`src/rtl/decode_stage_if.sv`:
```
// Bundle of the decode stage's fetch-side handshake, writeback port, flush
// input and ID/EX output register. slave is the stage; master is its environment.
interface decode_stage_if #(
  parameter int DATA_W = 16
);
  // Fetch side
  logic              in_valid;
  logic              in_ready;
  logic [15:0]       in_instr;
  // Writeback port
  logic              wb_en;
  logic [2:0]        wb_addr;
  logic [DATA_W-1:0] wb_data;
  // Branch-resolution flush
  logic              flush;
  // ID/EX side
  logic              out_valid;
  logic              out_ready;
  logic [DATA_W-1:0] out_rs_data;
  logic [DATA_W-1:0] out_rt_data;
  logic [DATA_W-1:0] out_imm;
  logic [2:0]        out_rt;
  logic [2:0]        out_rd;
  logic [2:0]        out_wreg;
  logic              out_reg_write;
  logic              out_alu_src;
  logic              out_mem_read;
  logic              out_mem_write;
  logic              out_mem_to_reg;
  logic              out_branch;
  logic [1:0]        out_alu_op;

  modport slave (
    input  in_valid, in_instr, wb_en, wb_addr, wb_data, flush, out_ready,
    output in_ready, out_valid, out_rs_data, out_rt_data, out_imm,
           out_rt, out_rd, out_wreg, out_reg_write, out_alu_src,
           out_mem_read, out_mem_write, out_mem_to_reg, out_branch, out_alu_op
  );

  modport master (
    output in_valid, in_instr, wb_en, wb_addr, wb_data, flush, out_ready,
    input  in_ready, out_valid, out_rs_data, out_rt_data, out_imm,
           out_rt, out_rd, out_wreg, out_reg_write, out_alu_src,
           out_mem_read, out_mem_write, out_mem_to_reg, out_branch, out_alu_op
  );
endinterface

```
`src/rtl/decode_stage.sv`:
```
// Instruction-decode stage of the 16-bit RISC core: 8-entry register file
// with write-to-read bypass, opcode/immediate decode, load-use bubble
// insertion, flush support and a valid/ready ID/EX pipeline register.
module decode_stage #(
  parameter int DATA_W   = 16,
  parameter bit ZERO_REG = 1'b1
) (
  input logic           clk,
  input logic           reset,
  decode_stage_if.slave bus
);

  typedef enum logic [2:0] {
    OP_RTYPE = 3'b000,
    OP_ADDI  = 3'b001,
    OP_LW    = 3'b010,
    OP_SW    = 3'b011,
    OP_BEQ   = 3'b100
  } opcode_e;

  typedef struct packed {
    logic       reg_write;
    logic       alu_src;
    logic       mem_read;
    logic       mem_write;
    logic       mem_to_reg;
    logic       branch;
    logic [1:0] alu_op;
  } ctrl_t;

  localparam ctrl_t CTRL_NONE = '0;

  // Instruction fields
  logic [2:0] opcode, rs, rt, rd;
  logic [6:0] imm7;
  assign opcode = bus.in_instr[15:13];
  assign rs     = bus.in_instr[12:10];
  assign rt     = bus.in_instr[9:7];
  assign rd     = bus.in_instr[6:4];
  assign imm7   = bus.in_instr[6:0];

  // Decoded values for the instruction on in_instr
  ctrl_t             dec_ctrl;
  logic [2:0]        dec_wreg;
  logic              uses_rs, uses_rt;
  logic [DATA_W-1:0] dec_imm;
  logic [DATA_W-1:0] rs_data, rt_data;

  // ID/EX register
  ctrl_t             q_ctrl;
  logic              q_valid;
  logic [DATA_W-1:0] q_rs_data, q_rt_data, q_imm;
  logic [2:0]        q_rt, q_rd, q_wreg;

  logic [DATA_W-1:0] regs [8];

  logic adv, hazard, accept, wreg_nonzero;

  assign dec_imm = {{(DATA_W-7){imm7[6]}}, imm7};

  // Opcode decode into control signals, destination and source usage
  always_comb begin
    // NOTE: every output gets a default first so no path leaves one unassigned and infers a latch.
    dec_ctrl = CTRL_NONE;
    dec_wreg = 3'd0;
    uses_rs  = 1'b0;
    uses_rt  = 1'b0;
    case (opcode)
      OP_RTYPE: begin
        dec_ctrl.reg_write = 1'b1;
        dec_ctrl.alu_op    = 2'b10;
        dec_wreg           = rd;
        uses_rs            = 1'b1;
        uses_rt            = 1'b1;
      end
      OP_ADDI: begin
        dec_ctrl.alu_src   = 1'b1;
        dec_ctrl.reg_write = 1'b1;
        dec_wreg           = rt;
        uses_rs            = 1'b1;
      end
      OP_LW: begin
        dec_ctrl.alu_src    = 1'b1;
        dec_ctrl.mem_read   = 1'b1;
        dec_ctrl.mem_to_reg = 1'b1;
        dec_ctrl.reg_write  = 1'b1;
        dec_wreg            = rt;
        uses_rs             = 1'b1;
      end
      OP_SW: begin
        dec_ctrl.alu_src   = 1'b1;
        dec_ctrl.mem_write = 1'b1;
        uses_rs            = 1'b1;
        uses_rt            = 1'b1;
      end
      OP_BEQ: begin
        dec_ctrl.branch = 1'b1;
        dec_ctrl.alu_op = 2'b01;
        uses_rs         = 1'b1;
        uses_rt         = 1'b1;
      end
      default: ;
    endcase
  end

  // Combinational register reads with same-cycle writeback bypass
  function automatic logic [DATA_W-1:0] read_reg(input logic [2:0] addr);
    if (ZERO_REG && addr == 3'd0)
      return '0;
    else if (bus.wb_en && bus.wb_addr == addr)
      return bus.wb_data;
    else
      return regs[addr];
  endfunction

  assign rs_data = read_reg(rs);
  assign rt_data = read_reg(rt);

  // Load-use hazard against the load sitting in the ID/EX register
  assign wreg_nonzero = ZERO_REG ? (q_wreg != 3'd0) : 1'b1;
  assign hazard = bus.in_valid && q_valid && q_ctrl.mem_read && wreg_nonzero &&
                  ((uses_rs && q_wreg == rs) || (uses_rt && q_wreg == rt));
  assign adv    = !q_valid || bus.out_ready;
  assign accept = bus.in_valid && !hazard;

  assign bus.in_ready = adv && !hazard && !reset;

  // Register file writes, independent of stall and flush
  always_ff @(posedge clk) begin
    // NOTE: the register file is cleared on reset because a reset mid-stream must leave all registers at zero.
    if (reset) begin
      for (int i = 0; i < 8; i++) regs[i] <= '0;
    end else if (bus.wb_en && !(ZERO_REG && bus.wb_addr == 3'd0)) begin
      regs[bus.wb_addr] <= bus.wb_data;
    end
  end

  // ID/EX register: load, bubble, flush or hold
  always_ff @(posedge clk) begin
    // NOTE: sequential state uses non-blocking assignments so every register samples pre-edge values.
    if (reset) begin
      q_valid   <= 1'b0;
      q_ctrl    <= CTRL_NONE;
      q_rs_data <= '0;
      q_rt_data <= '0;
      q_imm     <= '0;
      q_rt      <= '0;
      q_rd      <= '0;
      q_wreg    <= '0;
    end else if (adv) begin
      if (bus.flush) begin
        q_valid <= 1'b0;
        q_ctrl  <= CTRL_NONE;
      end else if (accept) begin
        q_valid   <= 1'b1;
        q_ctrl    <= dec_ctrl;
        q_rs_data <= rs_data;
        q_rt_data <= rt_data;
        q_imm     <= dec_imm;
        q_rt      <= rt;
        q_rd      <= rd;
        q_wreg    <= dec_wreg;
      end else begin
        q_valid <= 1'b0;
        q_ctrl  <= CTRL_NONE;
      end
    end else if (bus.flush) begin
      q_valid <= 1'b0;
    end
  end

  assign bus.out_valid      = q_valid;
  assign bus.out_rs_data    = q_rs_data;
  assign bus.out_rt_data    = q_rt_data;
  assign bus.out_imm        = q_imm;
  assign bus.out_rt         = q_rt;
  assign bus.out_rd         = q_rd;
  assign bus.out_wreg       = q_wreg;
  assign bus.out_reg_write  = q_ctrl.reg_write;
  assign bus.out_alu_src    = q_ctrl.alu_src;
  assign bus.out_mem_read   = q_ctrl.mem_read;
  assign bus.out_mem_write  = q_ctrl.mem_write;
  assign bus.out_mem_to_reg = q_ctrl.mem_to_reg;
  assign bus.out_branch     = q_ctrl.branch;
  assign bus.out_alu_op     = q_ctrl.alu_op;

endmodule

```
`src/flat_wrapper.sv`:
```
// flat-port wrapper written by rule: the top's interface ports become plain ports
module decode_stage_flat 
#(
  parameter int DATA_W   = 16,
  parameter bit ZERO_REG = 1'b1
)
  (clk, reset, bus_in_valid, bus_in_instr, bus_wb_en, bus_wb_addr, bus_wb_data, bus_flush, bus_out_ready, bus_in_ready, bus_out_valid, bus_out_rs_data, bus_out_rt_data, bus_out_imm, bus_out_rt, bus_out_rd, bus_out_wreg, bus_out_reg_write, bus_out_alu_src, bus_out_mem_read, bus_out_mem_write, bus_out_mem_to_reg, bus_out_branch, bus_out_alu_op);
  decode_stage_if #(.DATA_W(DATA_W)) bus_i ();
  input logic clk;
  input logic reset;
  input wire logic [$bits(bus_i.in_valid)-1:0] bus_in_valid;
  input wire logic [$bits(bus_i.in_instr)-1:0] bus_in_instr;
  input wire logic [$bits(bus_i.wb_en)-1:0] bus_wb_en;
  input wire logic [$bits(bus_i.wb_addr)-1:0] bus_wb_addr;
  input wire logic [$bits(bus_i.wb_data)-1:0] bus_wb_data;
  input wire logic [$bits(bus_i.flush)-1:0] bus_flush;
  input wire logic [$bits(bus_i.out_ready)-1:0] bus_out_ready;
  output wire logic [$bits(bus_i.in_ready)-1:0] bus_in_ready;
  output wire logic [$bits(bus_i.out_valid)-1:0] bus_out_valid;
  output wire logic [$bits(bus_i.out_rs_data)-1:0] bus_out_rs_data;
  output wire logic [$bits(bus_i.out_rt_data)-1:0] bus_out_rt_data;
  output wire logic [$bits(bus_i.out_imm)-1:0] bus_out_imm;
  output wire logic [$bits(bus_i.out_rt)-1:0] bus_out_rt;
  output wire logic [$bits(bus_i.out_rd)-1:0] bus_out_rd;
  output wire logic [$bits(bus_i.out_wreg)-1:0] bus_out_wreg;
  output wire logic [$bits(bus_i.out_reg_write)-1:0] bus_out_reg_write;
  output wire logic [$bits(bus_i.out_alu_src)-1:0] bus_out_alu_src;
  output wire logic [$bits(bus_i.out_mem_read)-1:0] bus_out_mem_read;
  output wire logic [$bits(bus_i.out_mem_write)-1:0] bus_out_mem_write;
  output wire logic [$bits(bus_i.out_mem_to_reg)-1:0] bus_out_mem_to_reg;
  output wire logic [$bits(bus_i.out_branch)-1:0] bus_out_branch;
  output wire logic [$bits(bus_i.out_alu_op)-1:0] bus_out_alu_op;
  assign bus_i.in_valid = bus_in_valid;
  assign bus_i.in_instr = bus_in_instr;
  assign bus_i.wb_en = bus_wb_en;
  assign bus_i.wb_addr = bus_wb_addr;
  assign bus_i.wb_data = bus_wb_data;
  assign bus_i.flush = bus_flush;
  assign bus_i.out_ready = bus_out_ready;
  assign bus_in_ready = bus_i.in_ready;
  assign bus_out_valid = bus_i.out_valid;
  assign bus_out_rs_data = bus_i.out_rs_data;
  assign bus_out_rt_data = bus_i.out_rt_data;
  assign bus_out_imm = bus_i.out_imm;
  assign bus_out_rt = bus_i.out_rt;
  assign bus_out_rd = bus_i.out_rd;
  assign bus_out_wreg = bus_i.out_wreg;
  assign bus_out_reg_write = bus_i.out_reg_write;
  assign bus_out_alu_src = bus_i.out_alu_src;
  assign bus_out_mem_read = bus_i.out_mem_read;
  assign bus_out_mem_write = bus_i.out_mem_write;
  assign bus_out_mem_to_reg = bus_i.out_mem_to_reg;
  assign bus_out_branch = bus_i.out_branch;
  assign bus_out_alu_op = bus_i.out_alu_op;
  decode_stage #(.DATA_W(DATA_W), .ZERO_REG(ZERO_REG)) u_core (.clk(clk), .reset(reset), .bus(bus_i));
endmodule
```
`config.mk`:
```
export PLATFORM = sky130hd
export DESIGN_NAME = decode_stage_flat
export DESIGN_NICKNAME = d
export VERILOG_FILES = /design/src/rtl/decode_stage_if.sv /design/src/rtl/decode_stage.sv /design/src/flat_wrapper.sv
export SDC_FILE = /design/constraint.sdc
export NUM_CORES = 1
export LEC_CHECK = 0
export BUFFER_PORTS_ARGS = -buffer_cell sky130_fd_sc_hd__buf_2
export CAP_MARGIN = 10
export CORE_MARGIN = 2
export CORE_UTILIZATION = 53
export DETAILED_ROUTE_END_ITERATION = 8
export GPL_ROUTABILITY_DRIVEN = 0
export PLACE_DENSITY = 0.76
export SKIP_LAST_GASP = 1
export SYNTH_ARGS = -nofsm -noshare
export SYNTH_HDL_FRONTEND = slang
export SYNTH_SLANG_ARGS = --single-unit
```
`constraint.sdc`:
```
create_clock -name clk -period 1.9 [get_ports clk]
set_input_delay 0.285 -clock clk [delete_from_list [all_inputs] [get_ports clk]]
set_output_delay 0.285 -clock clk [all_outputs]
set_load 0.01 [all_outputs]
```
-- After elaboration in Yosys (flattened, before gate mapping)
Memories as Yosys holds them, arrays and structs flattened.
Index checks and enable logic that the tools add are counted.
- register bits after elaboration: 57
- bits in latches: 0
- memory bits (writable): 128
- bits in read-only memories: 0
- input port bits: 41
- output and inout port bits: 67
- memories kept: 1
- memory list (name ; depth ; bits a word ; read ports ; clocked after Yosys merged registers in ; wr ports ; RTL line ; RTL):
    u_core.regs ; 8 ; 16 ; 2 ; 0 ; 8 ; decode_stage.sv:55 ; logic [DATA_W-1:0] regs [8];
- add/subtract/negate cells: 0
- multipliers: 0
- div/mod/pow operators: 0
- order comparisons: 0
- eq/ne operators: 8
- shift-type cells: 0
- muxes and demuxes: 27
- bitwise logic cells: 1
- reductions and logical operators: 31
- operators by type and width (cell ; number):
    two-way mux 16 bit ; 5
    two-way mux 1 bit ; 17
    two-way mux 8 bit ; 2
    OR reduction 16 bit ; 1
    == test 3 bit ; 4
    logical AND 1 bit ; 12
    zero test 3 bit ; 4
    OR reduction 3 bit ; 3
    == test 3 x 2 -> 1 bit (second input constant) ; 2
    case mux 3 bit (2 select lines) ; 1
    OR reduction 5 bit ; 1
    zero test 1 bit ; 4
    case mux 2 bit (2 select lines) ; 1
    == test 3 x 1 -> 1 bit (second input constant) ; 1
    == test 3 bit (second input constant) ; 1
    two-way mux 3 bit ; 1
    AND reduction 3 bit ; 1
    nonzero test 3 bit ; 1
    logical OR 1 bit ; 2
    nonzero test 2 bit ; 1
    OR reduction 2 bit ; 1
    inverter 1 bit ; 1

-- Longest topological paths before layout
- word-level depth: 11
- gate-level depth with buffers: 9
- mapped depth without buffers: 5

-- Least setup slack after synthesis
OpenSTA, ideal clock, no wires.
- path type: register to register
- from: register u_core.q_wreg[2], in the netlist u_core.bus.out_wreg[2]
- to: register u_core.q_rt_data[10], in the netlist u_core.bus.out_rt_data[10]
- setup time: 0.067 ns
- arrival time: 1.929 ns
- data required time: 1.833 ns
- slack: -0.096 ns
- stages on the path, launching flop included: 9
- buffers on the path: 3
- period minus slack after synthesis: 1.996 ns
- cell sequence: dfxtp_1 or3_1 nand3_1 a21oi_2 buf_6 or4_4 buf_6 buf_6 o21ai_2
- word-level cells in the longest chain between the ends: 7
- elaborated cells on any way between the ends: 11
- RTL lines (element ; RTL line ; RTL):
    from (decl) ; decode_stage.sv:53 ; logic [2:0] q_rt, q_rd, q_wreg;
    from (signal assigned) ; decode_stage.sv:162 ; q_wreg <= dec_wreg;
    == test 3 bit ; decode_stage.sv:122 ; ((uses_rs && q_wreg == rs) || (uses_rt && q_wreg == rt));
    logical AND 1 bit ; decode_stage.sv:122 ;
    logical OR 1 bit ; decode_stage.sv:122 ;
    logical AND 1 bit (*) ; decode_stage.sv:121 ; assign hazard = bus.in_valid && q_valid && q_ctrl.mem_read && wreg_nonzero &&
    zero test 1 bit (*) ; decode_stage.sv:124 ; assign accept = bus.in_valid && !hazard;
    logical AND 1 bit (*) ; decode_stage.sv:124 ;
    AND reduction 3 bit (no source line) (*) ; - ;
    to (signal assigned) ; decode_stage.sv:158 ; q_rt_data <= rt_data;
    to (decl) ; decode_stage.sv:52 ; logic [DATA_W-1:0] q_rs_data, q_rt_data, q_imm;
Every way passes the cells marked *; elsewhere a longest branch is shown, timed or not.
A chain may end at the register's enable or synchronous reset.

-- Worst setup path after layout
- from: register u_core.q_wreg[2], in the netlist u_core.bus.out_wreg[2]
- to: output bus_in_ready
- word-level cells in the longest chain between the ends: 7
- elaborated cells on any way between the ends: 11
- RTL lines (element ; RTL line ; RTL):
    == test 3 bit ; decode_stage.sv:122 ;
    logical AND 1 bit ; decode_stage.sv:122 ;
    logical OR 1 bit ; decode_stage.sv:122 ;
    logical AND 1 bit (*) ; decode_stage.sv:121 ;
    zero test 1 bit (*) ; decode_stage.sv:126 ; assign bus.in_ready = adv && !hazard && !reset;
    logical AND 1 bit (*) (2 in a row) ; decode_stage.sv:126 ;
    to (decl) ; flat_wrapper.sv:18 ; output wire logic [$bits(bus_i.in_ready)-1:0] bus_in_ready;
Marked as above.

==> metrics.md <==
| Metric | Value |
|---|---|
| Pin count of the biggest net entering global routing | 45 |
| Dpl cell area | 0.01023 mm² |
| Vias in the first global route | 6,293 |
| Slew HR | 48.77% |
| DR iter-0 viols | 864 |
| I/O Buffers | 107 |
| Die Y | 135.7 µm |
| Multi-input logic area | 0.004134 mm² |
| Routed vias | 6,794 |
| Width of the die | 135.7 µm |
| Netlist cell types | 39 |
| Hold_buf cts | 0 |
| Final Hold Viols | 0 |
| DP Wirelength | 16,300 µm |
| Reg-to-reg slack, setup | -340 ps |
| Fin crit share | 120.2% |
| CP peak stage delay | 560 ps |
| Slowest cell on crit path | or4_4 |
| Critical path class | reg -> out |
| VDD IR max | 0.7395 mV |
| R2R cell count | 9 |
| Core area | 0.01712 mm² |
| Cell Area, Synth | 0.009188 mm² |
| Final instance area | 0.01113 mm² |
| Met2 routed WL | 11,970 µm |
| Post-route ant nets | 0 |
| Worst EP required | 1620 ps |
| Post-synth ARST share | 0% |
| Setup slack after layout | -383.2 ps |
| RSZ-0062 raised after global routing | yes |
| Final setup fails | 50 |
| CTS root buf | clkbuf_16 |
| Finished Core Util | 65.01% |
| R2r endpoint | u_core.bus.out_wreg[2] |
| Placed cells | 1,066 |
| Post-synthesis mux area share | 18.30% |
| Crit-path max FO | 4 |
| Reg clk slew, reported paths | 70 ps |
| Commonest cells after routing, fill and taps aside | 128 x edfxtp_1, 112 x and2_1, 107 x buf_2, 96 x mux2i_1, 50 x dfxtp_1 |
| WHS Path Cells | 3 |
| Final global-route overflow total | 0 |
| CTS sink count | 181 |
| Post-Synth Adder-Cell Area | 0% |
| Startpoint Class | register |
| Sequential cell area | 0.004911 mm² |
| Arrival @ worst endpoint | 2000 ps |
| Synth Area in Compound Gates | 8.035% |
| Register area share after synthesis | 53.38% |
| Largest family of logic cells by synthesized area | multiplexers |
| Initial antenna violation count | 1 |
| Mapped Cells | 739 |
| Yosys reg bits | 181 |
| Wire per inst | 22.39 µm |
| Final Max Tran Viols | 0 |
| Total GRT Usage | 25.85% |
| Simple-Gate Fraction of Synth Area | 15.16% |
| DR DRC count | 0 |
| CP delay by family, top | simple AND/OR/NAND/NOR gates |
| HP Class | in -> reg |
| Worst setup path start | u_core.bus.out_wreg[2] |
| Yosys warning count | 0 |
| I/O pin count | 108 |
| CTS max path bufs | 2 |
| Cells along the critical path | xor2_1, or4_4, a21oi_4, buf_6, nor3_4, buf_2 |
| Worst Setup End Kind | output pin |
| MaxCap Viol Count | 0 |
| Power Dens Cells | 848.6 mW/mm² |
| Highest clock rate | 438.0 MHz |
| Via-to-Cell Ratio | 6.099 |
| Slew @ Worst Pin | 766.8 ps |
| Status | complete, but fails checks |
| M1 wire length | 10,190 µm |
| Starting Density | 53.68% |
| Global-route wire length before repair | 35,480 µm |
| Skew final | 6.655 ps |
| Fin nets | 916 |
| Number of synthesized flops with an enable pin | 128 |
| P&R area growth vs syn | 21.12% |
| Die area | 0.01840 mm² |
| Worst hold start | bus_in_instr[1] |
| CTS buffer count | 17 |
| Syn_area_per_cell | 12.43 µm² |
| Worst-Skew Late Latency | 430 ps |
| RR Startpoint | u_core.bus.out_wreg[1] |
| Hold Path End | u_core.bus.out_imm[1] |
| Met3 WL post-DR | 2137 µm |
| Synth Flop Type | edfxtp_1 |
| Violated checks | setup timing |
| CP Buf/Inv Count | 2 |
| Synth Area in XOR/XNOR | 1.321% |
| Highest Signal Layer | met4 |
| Fin crit period | 2283 ps |
| Leak | 4.582 nW |
| Number of detailed-route iterations in the first pass | 5 |
| Drt total wl | 24,950 µm |
| CTS tree | yes |
| Layout cells sized above 1 | 31.08% |
| Commonest non-fill, non-tap cell in the layout | edfxtp_1 |
| FP Rows | 48 |
| CTS H-Tree Depth | 4 |
| Post-route non-filler standard cell count | 1,114 |
| # fillers | 1,223 |
==> metal layers <==
| metal | track usage [%] | vias to the layer above |
|---|---|---|
| met5 | 0 | - |
| met4 | 8.854 | 0 |
| met1 | 36.34 | 3342 |
| met2 | 40.49 | 399 |
| li1 | - | 2995 |
| met3 | 5.051 | 58 |
==> area by class of cell <==
class	count	share of cell area, %
Antenna cell	1	0.02249
Clock buffer	25	5.037
Clock inverter	7	0.4497
Multi-Input combinational cell	509	37.15
Sequential cell	181	44.13
Tap cell	225	2.530
Timing Repair Buffer	166	10.68
==> cells by family (layout without fill, tap and decap cells) <==
logic type,after synthesis,in the layout
flops,181,181
mux,128,128
compound gates,107,107
buf+inv,65,198
other cells,1,17
xor+xnor,13,13
simple gates,244,245
==> what timing repair did <==
action                                  in CTS  in global routing
gates cloned                                 1                  4
gates resized for setup                      7                 45
endpoints found under the setup margin      34                 54
pin swaps                                    5                 19
setup buffers                                5                  6
==> cells in the mapped netlist (2+ instances only) <==
master	number	share of area, %
edfxtp_1	128	42
and2_1	112	7.6
mux2i_1	96	10
dfxtp_1	53	12
o21ai_0	40	2.2
nand2_1	39	1.6
nor2b_1	37	2.5
a221oi_1	32	3.1
mux4_2	32	7.8
clkbuf_1	27	1.1
buf_4	16	1.3
buf_2	15	0.82
a21oi_1	14	0.76
nor2_1	14	0.57
nand3_1	13	0.71
o21ai_2	10	0.95
xnor2_1	9	0.86
or2_2	8	0.54
buf_1	4	0.16
nand2b_1	4	0.27
nor3_1	4	0.22
or4_1	4	0.33
a22oi_1	3	0.25
buf_6	3	0.37
xor2_1	3	0.29
a22o_1	2	0.19
a32o_1	2	0.22
nand3b_1	2	0.16
nand4_1	2	0.14
or4_4	2	0.25
==> flip-flops by register name, indices dropped and copies added, names as in the netlist <==
signal / cells
u_core.bus.out_rd: 2
u_core.bus.out_mem_write: 1
u_core.bus.out_alu_src: 1
u_core.bus.out_imm: 5
u_core.bus.out_rt_data: 16
u_core.bus.out_rs_data: 16
u_core.bus.out_rt: 3
u_core.bus.out_reg_write: 1
u_core.bus.out_alu_op: 2
u_core.regs: 128
u_core.bus.out_valid: 1
u_core.bus.out_branch: 1
u_core.bus.out_wreg: 3
u_core.bus.out_mem_read: 1
==> worst register-to-register path, delay by kind of cell, from the launching register on <==
kind	cells	cell delay [ps]
simple gates	3	1030
buf+inv	4	500
flops	1	360
compound gates	2	260
==> metrics by stage <==
stage	hold WS (ps)	setup slack, ps	setup TNS [ps]	power (mW)
detailed placement	440.3	-79.63	-2285	5.875
finish	121.3	-383.2	-10780	9.444
CTS	92.82	-353.3	-7774	9.365
global route	112.9	-408.9	-12550	9.720
floorplan	432.7	-35.47	-359.3	5.386
global placement	430.6	-37.39	-48.02	5.815
==> worst max-delay path by stage <==
stage | slack [ps] | end | cells after the start
floorplan | -40 | u_core.bus.out_rt_data[10] | 8
global placement | -40 | bus_in_ready | 7
detailed placement | -80 | u_core.bus.out_rd[0] | 8
CTS | -350 | bus_in_ready | 6
global route | -410 | bus_in_ready | 6
finish | -380 | bus_in_ready | 6
==> where the power goes <==
part | total [mW] | switching (mW) | internal (mW)
Sequential | 4.60 | 0.136 | 4.47
Clock | 3.56 | 1.49 | 2.07
Combinational | 1.29 | 0.711 | 0.574
Total | 9.44 | 2.34 | 7.11
Power figures use the tool's default switching activity.
